File: src/rtl/instr_load_ctrl.sv
`default_nettype none
// ============================================================================
//  Module   : instr_load_ctrl
//  Purpose  : Loads up to eight instruction bytes from switches, one byte per
//             debounced button press (either edge), then hands the image to a
//             hazard checker and, once acknowledged, enables execution.
//  Ports    : clk          - single clock, rising edge
//             rst          - asynchronous active-high reset
//             input_val    - instruction byte from the switches
//             but_inp      - raw, asynchronous, bouncing button
//             reload       - synchronous request to discard program and reload
//             chk_ack      - acknowledge from the hazard checker
//             instrMemBits - instruction image, slot k at bits [8k+7:8k]
//             load_count   - number of stored instructions (0-8)
//             chk_req      - request to the hazard checker
//             run_en       - pipeline execution enable
//             state        - FSM state: LOAD=00, CHECK=01, RUN=10
//  Revision : 1.0 - initial release
// ============================================================================
module instr_load_ctrl #(
   parameter int DEBOUNCE_CYCLES = 4
) (
   input  logic        clk,
   input  logic        rst,
   input  logic [7:0]  input_val,
   input  logic        but_inp,
   input  logic        reload,
   input  logic        chk_ack,
   output logic [63:0] instrMemBits,
   output logic [3:0]  load_count,
   output logic        chk_req,
   output logic        run_en,
   output logic [1:0]  state
);

   typedef enum logic [1:0] {
      ST_LOAD  = 2'b00,
      ST_CHECK = 2'b01,
      ST_RUN   = 2'b10
   } state_t;

   localparam logic [7:0] DB_LIMIT   = 8'(DEBOUNCE_CYCLES);
   localparam logic [7:0] TERMINATOR = 8'hFF;

   // ---------------------------------------------------------------------
   // Button synchronizer and debouncer
   // ---------------------------------------------------------------------
   logic       sync1_q, sync2_q;
   logic       level_q, level_d;
   logic [7:0] cnt_q,   cnt_d;
   logic       press_q, press_d;

   // The count only advances while the synchronized level disagrees with
   // the accepted one; any agreeing cycle restarts the interval.
   always_comb begin
      level_d = level_q;
      cnt_d   = 8'd0;
      press_d = 1'b0;
      if (sync2_q != level_q) begin
         if (cnt_q + 8'd1 == DB_LIMIT) begin
            level_d = sync2_q;
            press_d = 1'b1;
         end else begin
            cnt_d = cnt_q + 8'd1;
         end
      end
   end

   // Debouncer runs in every state so no stale press is pending when the
   // FSM returns to LOAD.
   always_ff @(posedge clk or posedge rst) begin
      if (rst) begin
         sync1_q <= 1'b0;
         sync2_q <= 1'b0;
         level_q <= 1'b0;
         cnt_q   <= 8'd0;
         press_q <= 1'b0;
      end else begin
         sync1_q <= but_inp;
         sync2_q <= sync1_q;
         level_q <= level_d;
         cnt_q   <= cnt_d;
         press_q <= press_d;
      end
   end

   // ---------------------------------------------------------------------
   // Load / check / run FSM with registered outputs
   // ---------------------------------------------------------------------
   state_t      state_q;
   logic [63:0] mem_q;
   logic [3:0]  load_cnt_q;
   logic        chk_req_q;
   logic        run_en_q;

   always_ff @(posedge clk or posedge rst) begin
      if (rst) begin
         state_q    <= ST_LOAD;
         mem_q      <= 64'h0;
         load_cnt_q <= 4'd0;
         chk_req_q  <= 1'b0;
         run_en_q   <= 1'b0;
      end else if (reload) begin
         // Reload outranks any simultaneous press or acknowledge.
         state_q    <= ST_LOAD;
         mem_q      <= 64'h0;
         load_cnt_q <= 4'd0;
         chk_req_q  <= 1'b0;
         run_en_q   <= 1'b0;
      end else begin
         case (state_q)
            ST_LOAD: begin
               if (press_q) begin
                  if (input_val == TERMINATOR) begin
                     state_q   <= ST_CHECK;
                     chk_req_q <= 1'b1;
                  end else begin
                     // load_cnt_q is below 8 whenever LOAD is active.
                     mem_q[{load_cnt_q[2:0], 3'b000} +: 8] <= input_val;
                     load_cnt_q <= load_cnt_q + 4'd1;
                     if (load_cnt_q == 4'd7) begin
                        state_q   <= ST_CHECK;
                        chk_req_q <= 1'b1;
                     end
                  end
               end
            end
            ST_CHECK: begin
               if (chk_ack) begin
                  state_q   <= ST_RUN;
                  chk_req_q <= 1'b0;
                  run_en_q  <= 1'b1;
               end
            end
            ST_RUN: begin
               // Held until reload or reset.
            end
            default: begin
               state_q   <= ST_LOAD;
               chk_req_q <= 1'b0;
               run_en_q  <= 1'b0;
            end
         endcase
      end
   end

   assign instrMemBits = mem_q;
   assign load_count   = load_cnt_q;
   assign chk_req      = chk_req_q;
   assign run_en       = run_en_q;
   assign state        = state_q;

endmodule
`default_nettype wire

File: config.mk
export PLATFORM = sky130hd
export DESIGN_NAME = instr_load_ctrl
export DESIGN_NICKNAME = d
export VERILOG_FILES = /design/src/rtl/instr_load_ctrl.sv
export SDC_FILE = /design/constraint.sdc
export NUM_CORES = 1
export LEC_CHECK = 0
export CAP_MARGIN = 15
export CORE_MARGIN = 2
export CORE_UTILIZATION = 28
export CTS_BUF_LIST = sky130_fd_sc_hd__clkbuf_16
export CTS_CLUSTER_SIZE = 28
export DETAILED_ROUTE_END_ITERATION = 16
export GPL_ROUTABILITY_DRIVEN = 0
export PLACE_DENSITY = 0.56
export RECOVER_POWER = 50
export SYNTH_ARGS = -nofsm -noshare
export SYNTH_HDL_FRONTEND = slang
export SYNTH_SLANG_ARGS = --single-unit
File: constraint.sdc
create_clock -name clk -period 4.1 [get_ports clk]
set_clock_uncertainty 0.1 [all_clocks]
set_input_delay 0.615 -clock clk [delete_from_list [all_inputs] [get_ports clk]]
set_output_delay 0.615 -clock clk [all_outputs]
set_load 0.02 [all_outputs]
==> impl_metrics.toml, run 1 <==
[clock_network]
ctsLongestPathBuffers = 2
post-cts-setup-buffer-count = 0
clock-root-buffer = "sky130_fd_sc_hd__clkbuf_16"
htree_num_levels = 3
tritoncts_clock_tree = "yes"
cts_buffers = 9
cts-hold-fix-buffers = 0
cts_sinks = 83
cts.repair.resized = 0
clkSlewWorstSetupHoldPaths_ps = 60
worst_skew_pair.late_latency_ps = 330

[sta]
worst_slew_margin_rel_pct = -65.38
finalSetupTns_ps = 0
min_period_over_period_pct = 67.85
finalHoldViolations = 0
setup_repair_after_global_routing_missed_its_margin = "no"
final-max-slew-violation-count = 99
max_freq_mhz = 359.5
least_margin_pin_slew_ps = 2467
final.min_clock_period_ps = 2782
setup_viol = 0

[route]
final_antenna_net_count = 0
detailroute.via_count = 2564
firstDrtPassIters = 4
routed_wirelength_mm = 9.314
first_iter_violations = 112
drc_errors = 0
detail_route.vias_per_cell = 4.451
wl_per_cell_um = 16.17

[layout]
seq_area_um2 = 2077
area_growth_from_synthesis_to_layout_pct = 33.36
multi_input_comb_area_um2 = 1511
nNetsFinal = 414
layout-drive-gt1-share_pct = 9.000
mostFrequentLayoutCell = "sky130_fd_sc_hd__dfrtp_1"
layout.cells.most_common_list = "83 x sky130_fd_sc_hd__dfrtp_1, 75 x sky130_fd_sc_hd__nor2_1, 64 x sky130_fd_sc_hd__mux2i_1"
final.fill_count = 1332
n_antenna_cell = 0
postLayoutCoreUtil_pct = 37.89

[floorplanning]
start_util_pct = 28.41
chipWidth_um = 119.5
die_h_um = 119.5
rows = 42
fp.coreArea_um2 = 13140
floorplan.die_area_um2 = 14270
number_of_primary_i_o_pins = 85

[worst_setup_path]
timing.critical_path.cells = "clkdlybuf4s50_1, and4_4, a21oi_4, and3_1, mux2i_1, nor2_1"
cp-end-kind = "register"
crit_path_top_delay_cell = "sky130_fd_sc_hd__clkdlybuf4s50_1"
crit_path_max_fanout = 9
critical_path_class = "in -> reg"
buffering_stage_count_on_the_worst_path_with_inverters_included = 1
critPathLaunchType = "primary input"
cp_top_family = "simple AND/OR/NAND/NOR gates"
worst-endpoint-required_ps = 4140
cpPeakStageDelay_ps = 690
worst-endpoint-arrival_ps = 2820

[placed_design]
portBuffers = 84
dpl.hpwl_mm = 6.363

[pwr]
cellLeakagePower_nw = 2.585
power.total_w = 0.001750
power.ir.vdd_worst_uv = 175.8
power_density_nw_per_um2 = 351.6

[yosys]
synth_compound_area_share_pct = 2.145
synthesis.nets = 337
synth-async-reset-ratio_pct = 100.0
post_synth.cell_area_avg_um2 = 11.74
syn-cell-area_um2 = 3732
synth_fa_ha_area_share_pct = 2.011
synth-seq-area-share_pct = 55.65
synth.ff_latch_count = 83
yosys-mux-area-fraction_pct = 17.77
synth_flop_type = "sky130_fd_sc_hd__dfrtp_1"
synth-edff-count = 0
yosys_warnings = 0
synth-xor-area-share_pct = 2.347
synth_top_family_by_area = "multiplexers"
syn_inst = 318
ys_types = 38
synthSimpleGateAreaFrac_pct = 16.23

[run]
timing.max_cap.violations = 2

[grt]
grt.total_usage_pct = 13.54
first_global_vias = 2579
grt_remaining_overflow = 0
global_route_wire_length_before_repair_mm = 14.88
number_of_antenna_violations_at_the_first_check_in_global_routing = 0
maximum_number_of_pins_on_one_net_before_global_route_repair = 57

[outcome]
failed_checks = "capacitance limit, slew limit"
run_status = "finished with violations"

[hold_path]
worstHoldPathType = "reg -> reg"
## layer usage
layer / track usage, % / up-vias / routed length (um)
met5: 0 / - / 0
li1: - / 1219 / -
met1: 18.34 / 1280 / 4252
met4: 3.529 / 0 / 84
met3: 4.310 / 5 / 524
met2: 20.96 / 60 / 4454
## worst paths after layout
kind                       slack [ps]           from  cells past startpoint          endpoint
max reg2reg                      1330  load_count[0]                      8  instrMemBits[36]
min in group asynchronous        1300            rst                      2  instrMemBits[12]
max                              1320   input_val[3]                      6  instrMemBits[36]
min                               250        sync1_q                      0           sync2_q
max in group asynchronous        1340            rst                      3   instrMemBits[1]
min reg2reg                       250        sync1_q                      0           sync2_q
## where the power goes
group / internal, W / switching [W]
logic: 0.0000419 / 0.0000806
registers: 0.000835 / 0.0000204
clock network: 0.000421 / 0.000351
## worst register-to-register path, delay by kind of cell, from the launching register on
| family | cells | cell delay [ps] |
|---|---|---|
| mux | 1 | 250 |
| fa+ha+maj | 2 | 600 |
| flops | 1 | 630 |
| simple gates | 3 | 750 |
| buf+inv | 2 | 260 |
## logic make-up after synthesis
logic type,Yosys count
AND/OR/NAND/NOR,115
AO/OA/AOI/OAI,10
flip-flops,83
adder cells (fa/ha/maj),6
XOR/XNOR,10
buffers and inverters,28
multiplexers,66
## flip-flops by register name (all words and copies together), names as in the netlist
register,flops
sync1_q,1
sync2_q,1
instrMemBits,64
state,2
run_en,1
cnt_q,8
level_q,1
load_count,4
press_q,1
## area by class of cell
class                   instances  area share (%)
clock buffers                   9           4.525
clock inverters                 7           1.181
inverters                       7          0.5530
multi-input cells             207           30.37
flip-flops and latches         83           41.73
well taps                     176           4.424
repair buffers                 87           17.22
## through the flow
step	instance area, um2	setup WS (ps)	cells	hold WS, ps
finish	4977	1318	576	255.0
global route	4977	914.9	576	273.2
CTS	4979	1343	576	255.5
detailed placement	4695	1010	560	239.5
global placement	4695	1056	560	237.5
floorplan	3732	1248	318	231.2
## synth_stat cells (all sizes together) (2+ instances only)
master	n	area, um2
dfrtp	83	2077
nor2	77	304.0
mux2i	64	640.6
buf	11	78.82
clkbuf	10	38.78
inv	7	26.28
nand3	7	60.06
a21oi	6	52.55
ha	6	75.07
nand2	6	22.52
nor3	6	30.03
nand4	5	76.32
xnor2	5	43.79
xor2	5	43.79
nor2b	3	18.77
and4	2	22.52
mux2	2	22.52
nor4	2	18.77
No activity file was read; power rests on OpenSTA's default activity.
==> run 2, diff against run 1 <==
--- a/config.mk
+++ b/config.mk
@@ -12,7 +12,7 @@
 export CTS_CLUSTER_SIZE = 28
 export DETAILED_ROUTE_END_ITERATION = 16
 export GPL_ROUTABILITY_DRIVEN = 0
-export PLACE_DENSITY = 0.56
+export PLACE_DENSITY = 0.57
 export RECOVER_POWER = 50
 export SYNTH_ARGS = -nofsm -noshare
 export SYNTH_HDL_FRONTEND = slang
==> constraint.sdc (replaced) <==
create_clock -name clk -period 2.45 [get_ports clk]
set_clock_uncertainty 0.1 [all_clocks]
set_input_delay 0.3675 -clock clk [delete_from_list [all_inputs] [get_ports clk]]
set_output_delay 0.3675 -clock clk [all_outputs]
set_load 0.02 [all_outputs]
==> impl_metrics.toml, run 2 (synthesized netlist as in run 1, its figures left out) <==
[sta]
finalSetupTns_ps = 0
setup_repair_after_global_routing_missed_its_margin = "no"
max_freq_mhz = 444.5
final.min_clock_period_ps = 2250
min_period_over_period_pct = 91.83
setup_viol = 0
finalHoldViolations = 0
worst_slew_margin_rel_pct = 22.44
final-max-slew-violation-count = 0
least_margin_pin_slew_ps = 1163
worst_hold_slack_ps = 250.3

[route]
drc_errors = 0
firstDrtPassIters = 4
wl_per_cell_um = 16.20
detailroute.via_count = 2614
final_antenna_net_count = 0
routed_wirelength_mm = 9.477
first_iter_violations = 178
detail_route.vias_per_cell = 4.468

[floorplanning]
rows = 42
die_h_um = 119.5
chipWidth_um = 119.5
start_util_pct = 28.41
floorplan.die_area_um2 = 14270
fp.coreArea_um2 = 13140
number_of_primary_i_o_pins = 85

[clock_network]
cts_sinks = 83
worst_skew_pair.late_latency_ps = 330
tritoncts_clock_tree = "yes"
htree_num_levels = 3
cts-hold-fix-buffers = 0
clock-root-buffer = "sky130_fd_sc_hd__clkbuf_16"
post-cts-setup-buffer-count = 0
cts.repair.resized = 0
clkSlewWorstSetupHoldPaths_ps = 60
ctsLongestPathBuffers = 2
cts_buffers = 9

[layout]
mostFrequentLayoutCell = "sky130_fd_sc_hd__dfrtp_1"
number_of_flip_flops_in_the_largest_register = 64
area_growth_from_synthesis_to_layout_pct = 34.70
layout.cells.most_common_list = "83 x sky130_fd_sc_hd__dfrtp_1, 75 x sky130_fd_sc_hd__nor2_1, 64 x sky130_fd_sc_hd__mux2i_1"
multi_input_comb_area_um2 = 1500
layout-drive-gt1-share_pct = 10.27
n_antenna_cell = 0
seq_area_um2 = 2077
nNetsFinal = 424
final.fill_count = 1325

[grt]
maximum_number_of_pins_on_one_net_before_global_route_repair = 84
grt.total_usage_pct = 13.85
number_of_antenna_violations_at_the_first_check_in_global_routing = 0
grt_remaining_overflow = 0
global_route_wire_length_before_repair_mm = 15.16
first_global_vias = 2687

[pwr]
cellLeakagePower_nw = 2.626
power.total_w = 0.002826
power_density_nw_per_um2 = 562.2
power.ir.vdd_worst_uv = 323.7

[worst_setup_path]
critical_path_class = "reg -> reg"
worst-endpoint-required_ps = 2560
cp-end-kind = "register"
critPathLaunchType = "register"
crit_path_max_fanout = 8
worst-endpoint-arrival_ps = 2360

[placed_design]
dpl.hpwl_mm = 6.715
portBuffers = 84

[outcome]
run_status = "finished, final reports clean"

[hold_path]
worstHoldPathType = "reg -> reg"

[run]
timing.max_cap.violations = 0
-- run 2: layout make-up --
cell class	count	area share [%]
inverter	7	0.5973
timing repair buffer	97	18.82
multi-input combinational	207	29.84
clock buffer	9	4.480
clock inverter	6	0.5724
tap	176	4.380
sequential	83	41.31
-- run 2: worst max-delay path: stages (launching register included) --
cell                      delay [ps]
sky130_fd_sc_hd__dfrtp_1         430
sky130_fd_sc_hd__inv_1            80
sky130_fd_sc_hd__ha_1            470
sky130_fd_sc_hd__nor3b_1         410
sky130_fd_sc_hd__nand3_2         340
sky130_fd_sc_hd__mux2i_1         240
sky130_fd_sc_hd__nor2_1           60
-- run 2: routing by layer --
layer / wire length (um) / up-vias / global-route usage [%] / part of all wire [%]
met3: 405 / 8 / 3.017 / 4.3
met5: 0 / - / 0 / 0
li1: - / 1236 / - / -
met4: 133 / 0 / 4.926 / 1.4
met2: 4493 / 59 / 21.04 / 47
met1: 4444 / 1311 / 19.45 / 47
-- run 2: final timing paths --
path	startpoint	end	slack [ps]	depth (start not counted)
worst min-delay path	sync1_q	sync2_q	250	0
min in group asynchronous	rst	instrMemBits[21]	840	3
max in group asynchronous	rst	instrMemBits[0]	660	3
worst min register to register	sync1_q	sync2_q	250	0
worst max register to register	load_count[1]	instrMemBits[21]	200	6
worst max-delay path	load_count[1]	instrMemBits[21]	200	6
-- run 2: where the power goes --
part	internal, W	total (W)	switching (W)	leakage [nW]
combinational	0.0000807	0.000220	0.000140	1.33
clock	0.000665	0.00117	0.000509	0.140
sequential	0.00140	0.00143	0.0000329	1.15
-- run 2: stage by stage --
step / setup slack (ps) / instances / instance area (um2) / utilization (%)
after floorplan: 17.88 / 318 / 3736 / -
after CTS: 212.2 / 585 / 5051 / 38.45
after global placement: 212.5 / 570 / 4797 / 36.51
after detailed placement: 182.5 / 570 / 4797 / 36.51
final: 200.3 / 585 / 5027 / 38.27
after global routing: 55.21 / 585 / 5027 / 38.27
==> run 3, diff against run 2 <==
--- a/config.mk
+++ b/config.mk
@@ -7,12 +7,13 @@
 export LEC_CHECK = 0
 export CAP_MARGIN = 15
 export CORE_MARGIN = 2
-export CORE_UTILIZATION = 28
+export CORE_UTILIZATION = 57
 export CTS_BUF_LIST = sky130_fd_sc_hd__clkbuf_16
 export CTS_CLUSTER_SIZE = 28
 export DETAILED_ROUTE_END_ITERATION = 16
+export DONT_BUFFER_PORTS = 1
 export GPL_ROUTABILITY_DRIVEN = 0
-export PLACE_DENSITY = 0.57
+export PLACE_DENSITY = 0.81
 export RECOVER_POWER = 50
 export SYNTH_ARGS = -nofsm -noshare
 export SYNTH_HDL_FRONTEND = slang
==> impl_metrics.toml, run 3 (synthesized netlist as in run 1, its figures left out) <==
[layout]
number_of_flip_flops_in_the_largest_register = 64
layout.cells.most_common_list = "83 x sky130_fd_sc_hd__dfrtp_1, 75 x sky130_fd_sc_hd__nor2_1, 64 x sky130_fd_sc_hd__mux2i_1"
seq_area_um2 = 2077
final.fill_count = 467
area_growth_from_synthesis_to_layout_pct = 11.23
nNetsFinal = 343
design_area_um2 = 4151
postLayoutCoreUtil_pct = 65.38
layout-drive-gt1-share_pct = 12.84
multi_input_comb_area_um2 = 1513
n_antenna_cell = 0
mostFrequentLayoutCell = "sky130_fd_sc_hd__dfrtp_1"

[clock_network]
ctsLongestPathBuffers = 2
clock-root-buffer = "sky130_fd_sc_hd__clkbuf_16"
cts_sinks = 83
clkSlewWorstSetupHoldPaths_ps = 60
tritoncts_clock_tree = "yes"
cts_buffers = 9
htree_num_levels = 3
post-cts-setup-buffer-count = 0
worst_skew_pair.late_latency_ps = 330

[sta]
worst_slew_margin_rel_pct = 21.48
least_margin_pin_slew_ps = 1171
max_freq_mhz = 451.9
final.min_clock_period_ps = 2213
final-max-slew-violation-count = 0
min_period_over_period_pct = 90.33
setup_repair_after_global_routing_missed_its_margin = "no"
finalSetupTns_ps = 0
setup_viol = 0
finalHoldViolations = 0

[worst_setup_path]
rr_startpoint = "load_count[0]"
reg2reg_depth = 8
cp-end-kind = "register"
crit_path_max_fanout = 8
reg2reg_to = "instrMemBits[32]"
worst-endpoint-required_ps = 2560
crit_path_top_delay_cell = "sky130_fd_sc_hd__and3_2"
cpPeakStageDelay_ps = 370
crit_end = "instrMemBits[32]"
timing.critical_path.cells = "inv_1, ha_1, ha_1, inv_1, nor2_4, and3_2, mux2i_1, nor2_1"
critPathLaunchType = "register"
setup.worst_path.start = "load_count[0]"
critical_path_class = "reg -> reg"
ff2ff_setup_slack_ps = 240
worst-endpoint-arrival_ps = 2330

[hold_path]
worstHoldPathType = "in -> reg"

[route]
drc_errors = 0
detailroute.via_count = 2379
final_antenna_net_count = 0
first_iter_violations = 204
detail_route.vias_per_cell = 5.889
firstDrtPassIters = 4
wl_per_cell_um = 21.07
routed_wirelength_mm = 8.511

[floorplanning]
chipWidth_um = 84.92
floorplan.die_area_um2 = 7211
rows = 29
number_of_primary_i_o_pins = 85
fp.coreArea_um2 = 6350
start_util_pct = 58.78
die_h_um = 84.92

[grt]
grt.total_usage_pct = 25.45
grt_remaining_overflow = 0
first_global_vias = 2505
maximum_number_of_pins_on_one_net_before_global_route_repair = 51
global_route_wire_length_before_repair_mm = 13.77
number_of_antenna_violations_at_the_first_check_in_global_routing = 0

[pwr]
power.total_w = 0.002892
power_density_nw_per_um2 = 696.5
cellLeakagePower_nw = 2.263
power.ir.vdd_worst_uv = 551.3

[run]
timing.max_cap.violations = 0

[outcome]
run_status = "finished, final reports clean"

[placed_design]
dpl_cell_area_um2 = 3795
portBuffers = 0
dpl.hpwl_mm = 5.417
## run 3: critical path, delay by kind of cell (launching register included)
family	cells	cell delay (ps)
mux	1	250
simple gates	3	640
buf+inv	2	190
flops	1	350
fa+ha+maj	2	560
## run 3: worst min path at each step
stage | start | to | slack [ps] | depth (start not counted)
after floorplan | sync1_q | sync2_q | 230 | 0
after global placement | rst | instrMemBits[21] | 220 | 1
after detailed placement | rst | instrMemBits[21] | 230 | 1
after CTS | reload | instrMemBits[16] | 1 | 1
after global routing | reload | instrMemBits[25] | 6 | 1
final | reload | instrMemBits[53] | 10 | 1
## run 3: cell type report
type / count / share of cell area, %
inverter: 7 / 0.6631
timing repair buffer: 16 / 3.767
sequential: 83 / 50.03
clock inverter: 5 / 1.356
clock buffer: 9 / 5.425
tap: 77 / 2.321
multi-input combinational: 207 / 36.44
## run 3: through the flow
step / setup WS [ps] / cells / hold slack, ps
5_1_grt: 107.3 / 404 / 6.081
2_1_floorplan: 17.88 / 318 / 231.2
4_1_cts: 84.20 / 403 / 1.166
3_3_place_gp: 267.0 / 383 / 219.9
6_report: 237.0 / 404 / 11.54
3_5_place_dp: 119.6 / 383 / 225.2
## run 3: where the power goes
| group | internal, W | leakage [nW] | total (W) | switching, W |
|---|---|---|---|---|
| Sequential | 0.00140 | 1.15 | 0.00143 | 0.0000355 |
| Combinational | 0.0000649 | 0.973 | 0.000172 | 0.000107 |
| Clock | 0.000775 | 0.137 | 0.00129 | 0.000510 |
| Total | 0.00224 | 2.26 | 0.00289 | 0.000653 |
## run 3: repair_timing
| action | CTS | global route |
|---|---|---|
| gates resized for setup | 0 | 1 |
| hold endpoints to repair | 75 | 1 |
| hold buffers | 6 | 1 |
| setup endpoints to repair | 0 | 4 |
## run 3: metal layers
layer / up-vias / GRT usage (%) / share of wire, % / wire length, um
met2: 87 / 38.94 / 49 / 4139
met4: 0 / 11.40 / 1.9 / 158
met5: - / 0 / 0 / 0
met3: 13 / 8.463 / 7.8 / 662
met1: 1205 / 33.31 / 42 / 3551
li1: 1074 / - / - / -
